## src/rtl/water_inlet_arbiter.sv

```systemverilog
// Round-robin arbiter sharing one mains inlet valve and heater between
// several washing-machine controllers. Each grant is bounded by a maximum
// hold time. A valve-settle guard gap, with all grants low, follows every
// release.
module water_inlet_arbiter #(
  parameter int N_MACHINES   = 4,
  parameter int MAX_HOLD     = 8,
  parameter int GUARD_CYCLES = 2
) (
  input  logic                          CLK,
  input  logic                          RST,
  input  logic [N_MACHINES-1:0]         Req,
  input  logic [N_MACHINES-1:0]         Done,
  input  logic [N_MACHINES-1:0]         Abort,
  output logic [N_MACHINES-1:0]         Grant,
  output logic [$clog2(N_MACHINES)-1:0] Grant_Id,
  output logic                          Busy,
  output logic                          Timeout,
  output logic [$clog2(N_MACHINES)-1:0] Timeout_Id
);

  localparam int ID_W   = $clog2(N_MACHINES);
  localparam int HOLD_W = $clog2(MAX_HOLD + 1);

  localparam logic [1:0] IDLE  = 2'd0;
  localparam logic [1:0] GRANT = 2'd1;
  localparam logic [1:0] GUARD = 2'd2;

  logic [1:0]            state;
  logic [ID_W-1:0]       rr_ptr;
  logic [HOLD_W-1:0]     hold_cnt;
  logic [3:0]            guard_cnt;

  logic [N_MACHINES-1:0] eligible;
  logic                  win_found;
  logic [ID_W-1:0]       win_id;
  logic [ID_W-1:0]       cand;
  logic                  owner_release;

  // Winner search: first eligible index above the pointer, wrapping around.
  always_comb begin
    // NOTE: every signal written here gets a default first, so no path can
    // leave it unassigned and infer a latch.
    eligible  = Req & ~Abort;
    win_found = 1'b0;
    win_id    = '0;
    cand      = '0;
    // Walk from the farthest offset down to the nearest; the nearest
    // eligible candidate is written last and therefore wins.
    for (int i = N_MACHINES; i >= 1; i--) begin
      cand = ID_W'((int'(rr_ptr) + i) % N_MACHINES);
      if (eligible[cand]) begin
        win_found = 1'b1;
        win_id    = cand;
      end
    end
  end

  // The current owner gives the resource back early on abort, completion or
  // dropped request. These take precedence over the hold limit, so none of
  // them raises Timeout.
  always_comb begin
    owner_release = Abort[Grant_Id] | Done[Grant_Id] | ~Req[Grant_Id];
  end

  // Main FSM: grant, hold accounting, guard interval and timeout pulse.
  always_ff @(posedge CLK) begin
    // NOTE: sequential state uses non-blocking assignments so every register
    // samples pre-edge values regardless of statement order.
    if (RST) begin
      state      <= IDLE;
      Grant      <= '0;
      Grant_Id   <= '0;
      Timeout    <= 1'b0;
      Timeout_Id <= '0;
      rr_ptr     <= ID_W'(N_MACHINES - 1);
      hold_cnt   <= '0;
      guard_cnt  <= '0;
    end else begin
      Timeout <= 1'b0;
      case (state)
        IDLE: begin
          if (win_found) begin
            state    <= GRANT;
            Grant    <= N_MACHINES'(1) << win_id;
            Grant_Id <= win_id;
            rr_ptr   <= win_id;
            hold_cnt <= HOLD_W'(1);
          end
        end

        GRANT: begin
          if (owner_release || hold_cnt == HOLD_W'(MAX_HOLD)) begin
            state      <= GUARD;
            Grant      <= '0;
            hold_cnt   <= '0;
            guard_cnt  <= 4'd1;
            Timeout    <= ~owner_release;
            Timeout_Id <= Grant_Id;
          end else begin
            hold_cnt <= hold_cnt + HOLD_W'(1);
          end
        end

        GUARD: begin
          if (guard_cnt == 4'(GUARD_CYCLES)) begin
            guard_cnt <= '0;
            if (win_found) begin
              state    <= GRANT;
              Grant    <= N_MACHINES'(1) << win_id;
              Grant_Id <= win_id;
              rr_ptr   <= win_id;
              hold_cnt <= HOLD_W'(1);
            end else begin
              state <= IDLE;
            end
          end else begin
            guard_cnt <= guard_cnt + 4'd1;
          end
        end

        default: state <= IDLE;
      endcase
    end
  end

  // Busy covers both the grant and the guard interval.
  always_comb begin
    Busy = (state != IDLE);
  end

endmodule

```

## config.mk

```make
export PLATFORM = sky130hd
export DESIGN_NAME = water_inlet_arbiter
export DESIGN_NICKNAME = d
export VERILOG_FILES = /design/src/rtl/water_inlet_arbiter.sv
export SDC_FILE = /design/constraint.sdc
export NUM_CORES = 1
export LEC_CHECK = 0
export ABC_AREA = 1
export BUFFER_PORTS_ARGS = -buffer_cell sky130_fd_sc_hd__buf_2
export CORE_MARGIN = 5
export CORE_UTILIZATION = 43
export CTS_BUF_LIST = sky130_fd_sc_hd__clkbuf_8 sky130_fd_sc_hd__clkbuf_16
export DETAILED_ROUTE_END_ITERATION = 8
export SYNTH_ARGS = -nofsm -noshare
export SYNTH_HDL_FRONTEND = slang
export SYNTH_SLANG_ARGS = --single-unit
```

## constraint.sdc

```tcl
create_clock -name CLK -period 1.7 [get_ports CLK]
set_input_delay 0.17 -clock CLK [delete_from_list [all_inputs] [get_ports CLK]]
set_output_delay 0.17 -clock CLK [all_outputs]
set_load 0.02 [all_outputs]
```

==> impl_metrics.py, run 1 <==
metrics = {
    "floorplanning": {
        "start_util_pct": 44.25,
        "dieHeight_um": 65.59,
        "fp.dieArea_um2": 4302,
        "die_width_um": 65.59,
        "ioPinCount": 24,
        "num_rows": 20,
        "core_area_um2": 3003,
    },
    "synthesis": {
        "yosys_warnings": 0,
        "synth_seq_area_share_pct": 31.64,
        "syn_area_um2": 1329,
        "synth_xor_area_share_pct": 3.202,
        "synth_async_sr_flop_share_pct": 0,
        "syn_avg_cell_area_um2": 7.382,
        "ys_ff_latch": 21,
        "yosysTopAreaCell": "dfxtp_1",
        "yosys-top-cells-area": "dfxtp_1, nand2_1, nand3_1",
        "yosys.area.top_type_share_pct": 31.64,
        "synth_common_cells": "nand2_1, dfxtp_1, nand3_1",
        "yosysMostFrequentCell": "nand2_1",
        "synth_ff_type": "dfxtp_1",
        "synth-simple-area-share_pct": 42.37,
        "synth.net_count": 198,
        "synth_compound_gate_area_share_pct": 10.64,
        "synthDistinctLibCells": 30,
        "synth_top_family_by_area": "simple AND/OR/NAND/NOR gates",
        "synthAdderAreaFrac_pct": 3.766,
        "yosys-mux-area-fraction_pct": 0,
        "syn_inst": 180,
        "synth-edff-count": 0,
    },
    "cts": {
        "htreeDepth": 1,
        "cts_sinks": 21,
        "cts_inserted_buffers": 3,
        "clockRootBuffer": "clkbuf_8",
        "clk_latency_ps": 260,
        "cts_tree": "built",
        "cts_buffer_depth": 2,
        "post_cts_buffers": 0,
        "cts.clk_slew.worst_paths_ps": 80,
    },
    "pwr": {
        "leakagePower_nw": 0.7609,
        "ir_drop_v": 0.0008906,
        "cellPowerDensity_nw_per_um2": 1562,
    },
    "final_layout": {
        "fin_area_um2": 1526,
        "final_cells": 239,
        "fin_nets": 225,
        "antenna_cells": 0,
        "drive_above_1_share_pct": 33.01,
        "area_delta_synth_final_pct": 14.88,
    },
    "drt": {
        "initialDrtViolationCount": 71,
        "post_drt_wl_per_cell_um": 12.25,
        "dr_total_vias": 1203,
        "routed_wl_um": 2928,
        "first_pass_iters": 4,
        "drc": 0,
        "viasPerCell": 5.033,
        "ant_nets": 0,
    },
    "critical_path": {
        "crit_path_top_delay_cell": "dfxtp_1",
        "critPathRequiredTime_ps": 1900,
        "startpoint": "rr_ptr[0]",
        "cp-end-kind": "register",
        "cp.arrival_ps": 1770,
        "startpoint_type": "register",
        "crit_type": "reg -> reg",
        "critPathCapture": "Grant[1]",
        "ff2ff_setup_slack_ps": 130,
        "r2r-end": "Grant[1]",
        "path_cells": "nand3_2, nand2_1, nand2_1, nand2_1, nand2_2, nand3_1, nand3_2, o21ai_2",
        "slowest_delay_ps": 570,
        "worst-r2r-cell-count": 8,
        "crit_path_frequent_cell": "nand2_1",
        "crit_fanout": 7,
        "r2r-start": "rr_ptr[0]",
    },
    "global_routing": {
        "gr-usage-met2_pct": 26.30,
        "grt_pass1_wl_um": 5181,
        "grtUsageMet3_pct": 4.103,
        "grt_antenna_before_repair": 0,
        "grt_max_degree": 16,
        "grt_util_met1_pct": 18.67,
        "first_global_vias": 1180,
        "gr-max-usage-layer": "met2",
        "overflow": 0,
        "grt_util_all_layers_pct": 15.43,
    },
    "sta": {
        "rsz0062_at_grt": "false",
        "worstMarginPinSlew_ps": 404.4,
        "post-route-period-util_pct": 92.35,
        "finalSetupViolations": 0,
        "finalHoldViolCount": 0,
        "drv_slew": 0,
        "period_needed_ps": 1570,
        "whs_ps": 274.6,
        "fmax_ghz": 0.6370,
        "tns_ps": 0,
        "slew_headroom_pct": 73.01,
        "finClkSkew_ps": 2.307,
    },
    "hold_path": {
        "hp-class": "in -> reg",
    },
    "place": {
        "place_area_um2": 1478,
        "dp_hpwl_um": 2341,
        "gp_congestion": 0.8446,
        "place_inst": 235,
        "port_buffers": 23,
    },
    "run_status": {
        "status": "finished clean",
    },
    "run": {
        "maxCapViolCount": 0,
    },
}
sequential cells by signal, summed over array words and instances (netlist names):
signal	flops
state	2
hold_cnt	4
Grant	4
Timeout_Id	2
guard_cnt	4
Timeout	1
Grant_Id	2
rr_ptr	2
cell type report:
| class | count | area (um2) |
|---|---|---|
| multi-input combinational | 132 | 799.5 |
| tap | 33 | 41.29 |
| sequential | 21 | 420.4 |
| inverter | 25 | 96.34 |
| clock inverter | 1 | 5.005 |
| fill | 304 | 1476 |
| clock buffer | 3 | 41.29 |
| timing repair buffer | 24 | 122.6 |
cells by family (layout without fill, tap and decap cells):
group / count (synthesis) / count (layout)
simple gates: 102 / 102
fa+ha+maj: 4 / 4
buf+inv: 27 / 53
compound gates: 22 / 22
flops: 21 / 21
xor+xnor: 4 / 4
power by group:
group | switching, mW | leakage (nW) | internal [mW]
registers | 0.140 | 0.171 | 0.622
clock network | 0.164 | 0.0255 | 0.163
logic | 0.849 | 0.564 | 0.445
how the worst min path moves through the flow:
stage | from | endpoint | slack, ps | depth (start not counted)
final | RST | Grant_Id[0] | 270 | 2
after floorplan | RST | guard_cnt[1] | 240 | 1
after global placement | Grant[2] | Grant[2] | 460 | 2
after CTS | RST | Grant_Id[0] | 270 | 2
after global routing | RST | guard_cnt[3] | 300 | 2
after detailed placement | Grant[0] | Grant[0] | 460 | 2
repair_timing:
action	CTS	global route
gates resized for setup	0	1
setup endpoints to repair	0	2
hold buffers	0	0
cells in the final DEF, fill, tap and decap left out, types with 4 or more instances in the layout:
| cell | n |
|---|---|
| nor2_1 | 8 |
| inv_1 | 20 |
| dfxtp_1 | 21 |
| buf_2 | 23 |
| nor2_2 | 5 |
| nand3_1 | 21 |
| ha_1 | 4 |
| a21oi_1 | 14 |
| nand3_2 | 8 |
| nand2_2 | 11 |
| nand2_1 | 39 |
stage by stage:
| step | total power, mW | setup WS [ps] | utilization (%) |
|---|---|---|---|
| 2_1_floorplan | 1.771 | 338.1 | - |
| 3_3_place_gp | 2.040 | 191.9 | 49.21 |
| 3_5_place_dp | 2.068 | 153.0 | 49.21 |
| 4_1_cts | 2.400 | 141.9 | 50.75 |
| 5_1_grt | 2.604 | 2.202 | 50.83 |
| 6_report | 2.384 | 130.0 | 50.83 |
layer usage:
metal / share of wire (%) / up-vias
met3: 4.0 / 8
met4: 1.5 / 0
met2: 49 / 22
li1: - / 633
met1: 46 / 540
met5: 0 / -
worst max-delay path: cells and delay by family (launching register included):
family | cells | cell delay (ps)
and+or+nand+nor | 7 | 780
AOI/OAI and AO/OA | 1 | 140
DFF | 1 | 570
(Power assumes the default switching activity.)
==> run 2, diff against run 1 <==
--- a/config.mk
+++ b/config.mk
@@ -9,8 +9,8 @@
 export BUFFER_PORTS_ARGS = -buffer_cell sky130_fd_sc_hd__buf_2
 export CORE_MARGIN = 5
 export CORE_UTILIZATION = 43
-export CTS_BUF_LIST = sky130_fd_sc_hd__clkbuf_8 sky130_fd_sc_hd__clkbuf_16
 export DETAILED_ROUTE_END_ITERATION = 8
 export SYNTH_ARGS = -nofsm -noshare
 export SYNTH_HDL_FRONTEND = slang
 export SYNTH_SLANG_ARGS = --single-unit
+export TNS_END_PERCENT = 20
==> constraint.sdc (replaced) <==
create_clock -name CLK -period 1.7 [get_ports CLK]
set_input_delay 0.34 -clock CLK [delete_from_list [all_inputs] [get_ports CLK]]
set_output_delay 0.34 -clock CLK [all_outputs]
set_load 0.02 [all_outputs]
==> run 2 against run 1 <==
  * Critical path depth grew 2
  * Count of clock-buffer cells in the layout unchanged
  * Hold slack better by 130 ps
  * Total power is 3.6% lower
  * First-iteration DRC count fell by 7.0%
  * Die area unchanged
  * Via count increased by 1.0%
  * Non-clock buffer count up 1
  * Sequential share of layout area rose by 0.37 points
  * Clock power is 26% lower
  * Critical endpoint is now Grant[0]
==> impl_metrics.py, run 2 (synthesized netlist as in run 1, its figures left out) <==
metrics = {
    "global_routing": {
        "grt_util_all_layers_pct": 15.58,
        "grt_pass1_wl_um": 5209,
        "grt_max_degree": 15,
        "grt_antenna_before_repair": 0,
        "overflow": 0,
        "first_global_vias": 1245,
    },
    "final_layout": {
        "fin_nets": 226,
        "num-fill-cells": 315,
        "seq_area_um2": 422.9,
        "multi_input_comb_area_um2": 797.0,
        "final_util_pct": 50.46,
        "fin_area_um2": 1515,
        "final_cell_mix": "nand2_1, buf_2, nand3_1",
        "antenna_cells": 0,
        "reg_top3": "Grant (4), guard_cnt (4), hold_cnt (4)",
        "area_delta_synth_final_pct": 14.03,
        "layout_commonest_cell": "nand2_1",
        "drive_above_1_share_pct": 33.82,
        "final_cells": 240,
    },
    "pwr": {
        "cellPowerDensity_nw_per_um2": 1517,
        "power_mw": 2.299,
        "ir_drop_v": 0.0006689,
        "leakagePower_nw": 0.7583,
    },
    "cts": {
        "cts_inserted_buffers": 3,
        "cts_buffer_depth": 2,
        "clockRootBuffer": "clkbuf_4",
        "hold_buffers": 0,
        "clk_latency_ps": 310,
        "cts_sinks": 21,
        "htreeDepth": 1,
        "post_cts_buffers": 0,
        "cts_tree": "built",
        "cts.clk_slew.worst_paths_ps": 120,
    },
    "place": {
        "gp_congestion": 0.8452,
        "dp_hpwl_um": 2413,
        "place_inst": 236,
        "port_buffers": 23,
        "pre_cts_ws_ps": 159.6,
        "place_area_um2": 1485,
    },
    "drt": {
        "post_drt_wl_per_cell_um": 12.38,
        "top_layer": "met4",
        "wl_met3_um": 91,
        "viasPerCell": 5.063,
        "ant_nets": 0,
        "initialDrtViolationCount": 66,
        "drc": 0,
        "wl_met1_um": 1305,
        "wl_met2_um": 1541,
        "first_pass_iters": 4,
        "dr_total_vias": 1215,
        "routed_wl_um": 2972,
    },
    "critical_path": {
        "slowest_delay_ps": 400,
        "path_cells": "inv_1, ha_1, nand2_1, nand2_1, nand2_1, o21bai_4, nand2_2, nand2_1, nand3_1, nand2_1",
        "cp-end-kind": "register",
        "startpoint": "guard_cnt[0]",
        "cp.arrival_ps": 1820,
        "startpoint_type": "register",
        "r2r-start": "guard_cnt[0]",
        "crit_type": "reg -> reg",
        "crit_fanout": 7,
        "crit_path_frequent_cell": "nand2_1",
        "crit_path_top_delay_cell": "dfxtp_1",
        "critPathRequiredTime_ps": 1960,
    },
    "run_status": {
        "status": "finished clean",
    },
    "sta": {
        "period_needed_ps": 1566,
        "fmax_ghz": 0.6385,
        "worstMarginPinSlew_ps": 395.2,
        "whs_ps": 408.6,
        "finClkSkew_ps": 9.044,
        "post-route-period-util_pct": 92.13,
        "drv_slew": 0,
        "setup_ws_ps": 133.7,
        "slew_headroom_pct": 73.62,
        "rsz0062_at_grt": "false",
        "finalSetupViolations": 0,
        "tns_ps": 0,
        "finalHoldViolCount": 0,
    },
    "run": {
        "maxCapViolCount": 0,
    },
    "floorplanning": {
        "die_width_um": 65.59,
        "num_rows": 20,
        "fp.dieArea_um2": 4302,
        "start_util_pct": 44.25,
        "ioPinCount": 24,
        "dieHeight_um": 65.59,
        "core_area_um2": 3003,
    },
    "hold_path": {
        "hp-class": "in -> reg",
        "hp-start": "RST",
    },
}
run 2: cell count changes in the layout (fill, tap and decap cells not counted), sizes merged:
| cell | delta |
|---|---|
| buf | +1 |
run 2: path summary, 6_finish.rpt:
| kind | to | slack, ps | cells past startpoint |
|---|---|---|---|
| setup / recovery | Grant[0] | 130 | 10 |
| hold / removal | Grant_Id[0] | 410 | 3 |
| setup reg to reg | Grant[0] | 130 | 10 |
| hold reg to reg | Grant[2] | 480 | 2 |
run 2: final cells by class:
cell class	count	area share, %
clock buffer	3	1.486
clock inverter	1	0.3303
inverter	25	6.358
multi-input combinational	132	52.60
sequential	21	27.91
tap	33	2.725
timing repair buffer	25	8.588
run 2: routing by layer:
metal	up-vias	global-route usage, %
met5	-	0
met2	15	29.96
met4	0	3.886
met3	4	3.590
met1	556	16.91
li1	640	-
run 2: worst max-delay path, delay by kind of cell, from the launching register on:
family                   cells  cell delay [ps]
buffers and inverters        1               90
flip-flops                   1              400
AND/OR/NAND/NOR              7              640
AO/OA/AOI/OAI                1              190
adder cells (fa/ha/maj)      1              200
run 2: repair_timing:
action / 4_1_cts / 5_1_grt
setup endpoints to repair: 0 / 6
endpoints found under the hold margin: 0 / 0
gates resized for setup: 0 / 2
run 2: power by group:
group          leakage, nW  internal [mW]  switching [mW]
sequential           0.172          0.626           0.142
combinational        0.569          0.445           0.843
clock               0.0177         0.0879           0.155
total                0.758           1.16            1.14
==> run 3, diff against run 2 <==
--- a/config.mk
+++ b/config.mk
@@ -6,10 +6,11 @@
 export NUM_CORES = 1
 export LEC_CHECK = 0
 export ABC_AREA = 1
-export BUFFER_PORTS_ARGS = -buffer_cell sky130_fd_sc_hd__buf_2
 export CORE_MARGIN = 5
 export CORE_UTILIZATION = 43
 export DETAILED_ROUTE_END_ITERATION = 8
+export DONT_BUFFER_PORTS = 1
+export REMOVE_ABC_BUFFERS = 1
 export SYNTH_ARGS = -nofsm -noshare
 export SYNTH_HDL_FRONTEND = slang
 export SYNTH_SLANG_ARGS = --single-unit
==> constraint.sdc (replaced) <==
create_clock -name CLK -period 1.3 [get_ports CLK]
set_input_delay 0.26 -clock CLK [delete_from_list [all_inputs] [get_ports CLK]]
set_output_delay 0.26 -clock CLK [all_outputs]
set_load 0.02 [all_outputs]
==> run 3 against run 2 <==
  * The flow now finishes with violations (setup timing)
  * Via count is 3.5% higher
  * Setup slack worse by 240 ps
  * Wire length is 13% higher
  * Critical path type unchanged
  * Critical endpoint is now Grant_Id[0]
  * Highest routed layer unchanged
==> impl_metrics.py, run 3 (synthesized netlist as in run 1, its figures left out) <==
metrics = {
    "drt": {
        "post_drt_wl_per_cell_um": 13.92,
        "initialDrtViolationCount": 30,
        "dr_total_vias": 1257,
        "viasPerCell": 5.216,
        "ant_nets": 0,
        "first_pass_iters": 4,
        "drc": 0,
        "routed_wl_um": 3355,
    },
    "pwr": {
        "power_mw": 3.524,
        "ir_drop_v": 0.001092,
        "cellPowerDensity_nw_per_um2": 2086,
        "leakagePower_nw": 0.7796,
    },
    "cts": {
        "clockRootBuffer": "clkbuf_4",
        "cts_sinks": 21,
        "clk_latency_ps": 310,
        "cts_tree": "built",
        "cts_buffer_depth": 2,
        "cts_inserted_buffers": 3,
        "htreeDepth": 1,
        "cts.clk_slew.worst_paths_ps": 110,
    },
    "global_routing": {
        "overflow": 0,
        "grt_pass1_wl_um": 5637,
        "first_global_vias": 1280,
        "grt_util_all_layers_pct": 16.74,
        "grt_max_degree": 13,
        "grt_antenna_before_repair": 0,
    },
    "final_layout": {
        "drive_above_1_share_pct": 46.63,
        "area_delta_synth_final_pct": 27.12,
        "num-fill-cells": 295,
        "antenna_cells": 0,
        "final_cell_mix": "nand2_1, buf_4",
        "reg_top3": "Grant (4), guard_cnt (4), hold_cnt (4)",
        "fin_nets": 227,
        "final_util_pct": 56.25,
        "layout_commonest_cell": "nand2_1",
        "seq_area_um2": 431.7,
        "multi_input_comb_area_um2": 884.6,
    },
    "floorplanning": {
        "dieHeight_um": 65.59,
        "num_rows": 20,
        "fp.dieArea_um2": 4302,
        "start_util_pct": 44.25,
        "core_area_um2": 3003,
        "ioPinCount": 24,
        "die_width_um": 65.59,
    },
    "critical_path": {
        "cp-end-kind": "register",
        "critPathRequiredTime_ps": 1540,
        "startpoint_type": "register",
        "cp.arrival_ps": 1650,
        "crit_fanout": 7,
        "crit_type": "reg -> reg",
    },
    "sta": {
        "finalHoldViolCount": 0,
        "worstMarginPinSlew_ps": 537.0,
        "rsz0062_at_grt": "true",
        "finalSetupViolations": 13,
        "tns_ps": -846.1,
        "setup_ws_ps": -107.4,
        "post-route-period-util_pct": 108.3,
        "fmax_ghz": 0.7105,
        "period_needed_ps": 1407,
        "drv_slew": 0,
        "finClkSkew_ps": 9.033,
        "slew_headroom_pct": 64.08,
    },
    "place": {
        "dp_hpwl_um": 2488,
        "port_buffers": 0,
        "gp_congestion": 0.7970,
    },
    "hold_path": {
        "hp-class": "in -> reg",
    },
    "run": {
        "maxCapViolCount": 0,
    },
    "run_status": {
        "violations": "setup timing",
        "status": "finished with violations",
    },
}
-- run 3: timing repair --
item | 4_1_cts | 5_1_grt
buffers inserted | 2 | 5
pin swaps | 5 | 7
endpoints found under the hold margin | 10 | 0
gates resized for setup | 14 | 24
hold buffers | 1 | 0
setup endpoints to repair | 18 | 21
-- run 3: metal layers --
| metal | vias up | part of all wire (%) | track usage (%) |
|---|---|---|---|
| met5 | - | 0 | 0 |
| met4 | 0 | 2.3 | 5.699 |
| met3 | 7 | 5.2 | 4.274 |
| met2 | 25 | 49 | 29.20 |
| met1 | 582 | 43 | 19.75 |
| li1 | 643 | - | - |
-- run 3: area by class of cell --
class / instances / area share, %
Clock inverter: 1 / 0.2963
Multi-Input combinational cell: 132 / 52.37
Clock buffer: 3 / 1.333
Timing Repair Buffer: 26 / 12.15
Sequential cell: 21 / 25.56
Tap cell: 33 / 2.444
Inverter: 25 / 5.852
-- run 3: final timing paths --
path	endpoint	slack [ps]	start	depth (start not counted)
setup / recovery	Grant_Id[0]	-110	rr_ptr[0]	9
hold / removal	state[0]	8	RST	1
setup reg to reg	Grant_Id[0]	-110	rr_ptr[0]	9
hold reg to reg	hold_cnt[3]	510	hold_cnt[3]	2
-- run 3: power breakdown --
part / switching (mW) / internal, mW / total [mW]
Combinational: 1.25 / 0.886 / 2.13
Sequential: 0.236 / 0.835 / 1.07
Clock: 0.204 / 0.115 / 0.319
-- run 3: per-stage QoR --
| step | cell area, um2 | instances | hold slack, ps | setup WS [ps] |
|---|---|---|---|---|
| 4_1_cts | 1578 | 236 | 0.7266 | -85.58 |
| 5_1_grt | 1689 | 241 | 4.525 | -234.8 |
| 2_1_floorplan | 1314 | 178 | 322.4 | -120.8 |
| 6_report | 1689 | 241 | 8.036 | -107.4 |
| 3_5_place_dp | 1510 | 230 | 328.3 | -137.4 |
| 3_3_place_gp | 1510 | 230 | 326.6 | -98.52 |
-- run 3: critical path: stages, from the launching register on --
cell,delay [ps]
dfxtp_4,410
xnor2_2,200
inv_1,80
nand2_1,100
nand2_1,70
nand2_2,80
nand2_1,60
nand2_2,80
nand3_2,120
a21oi_2,150
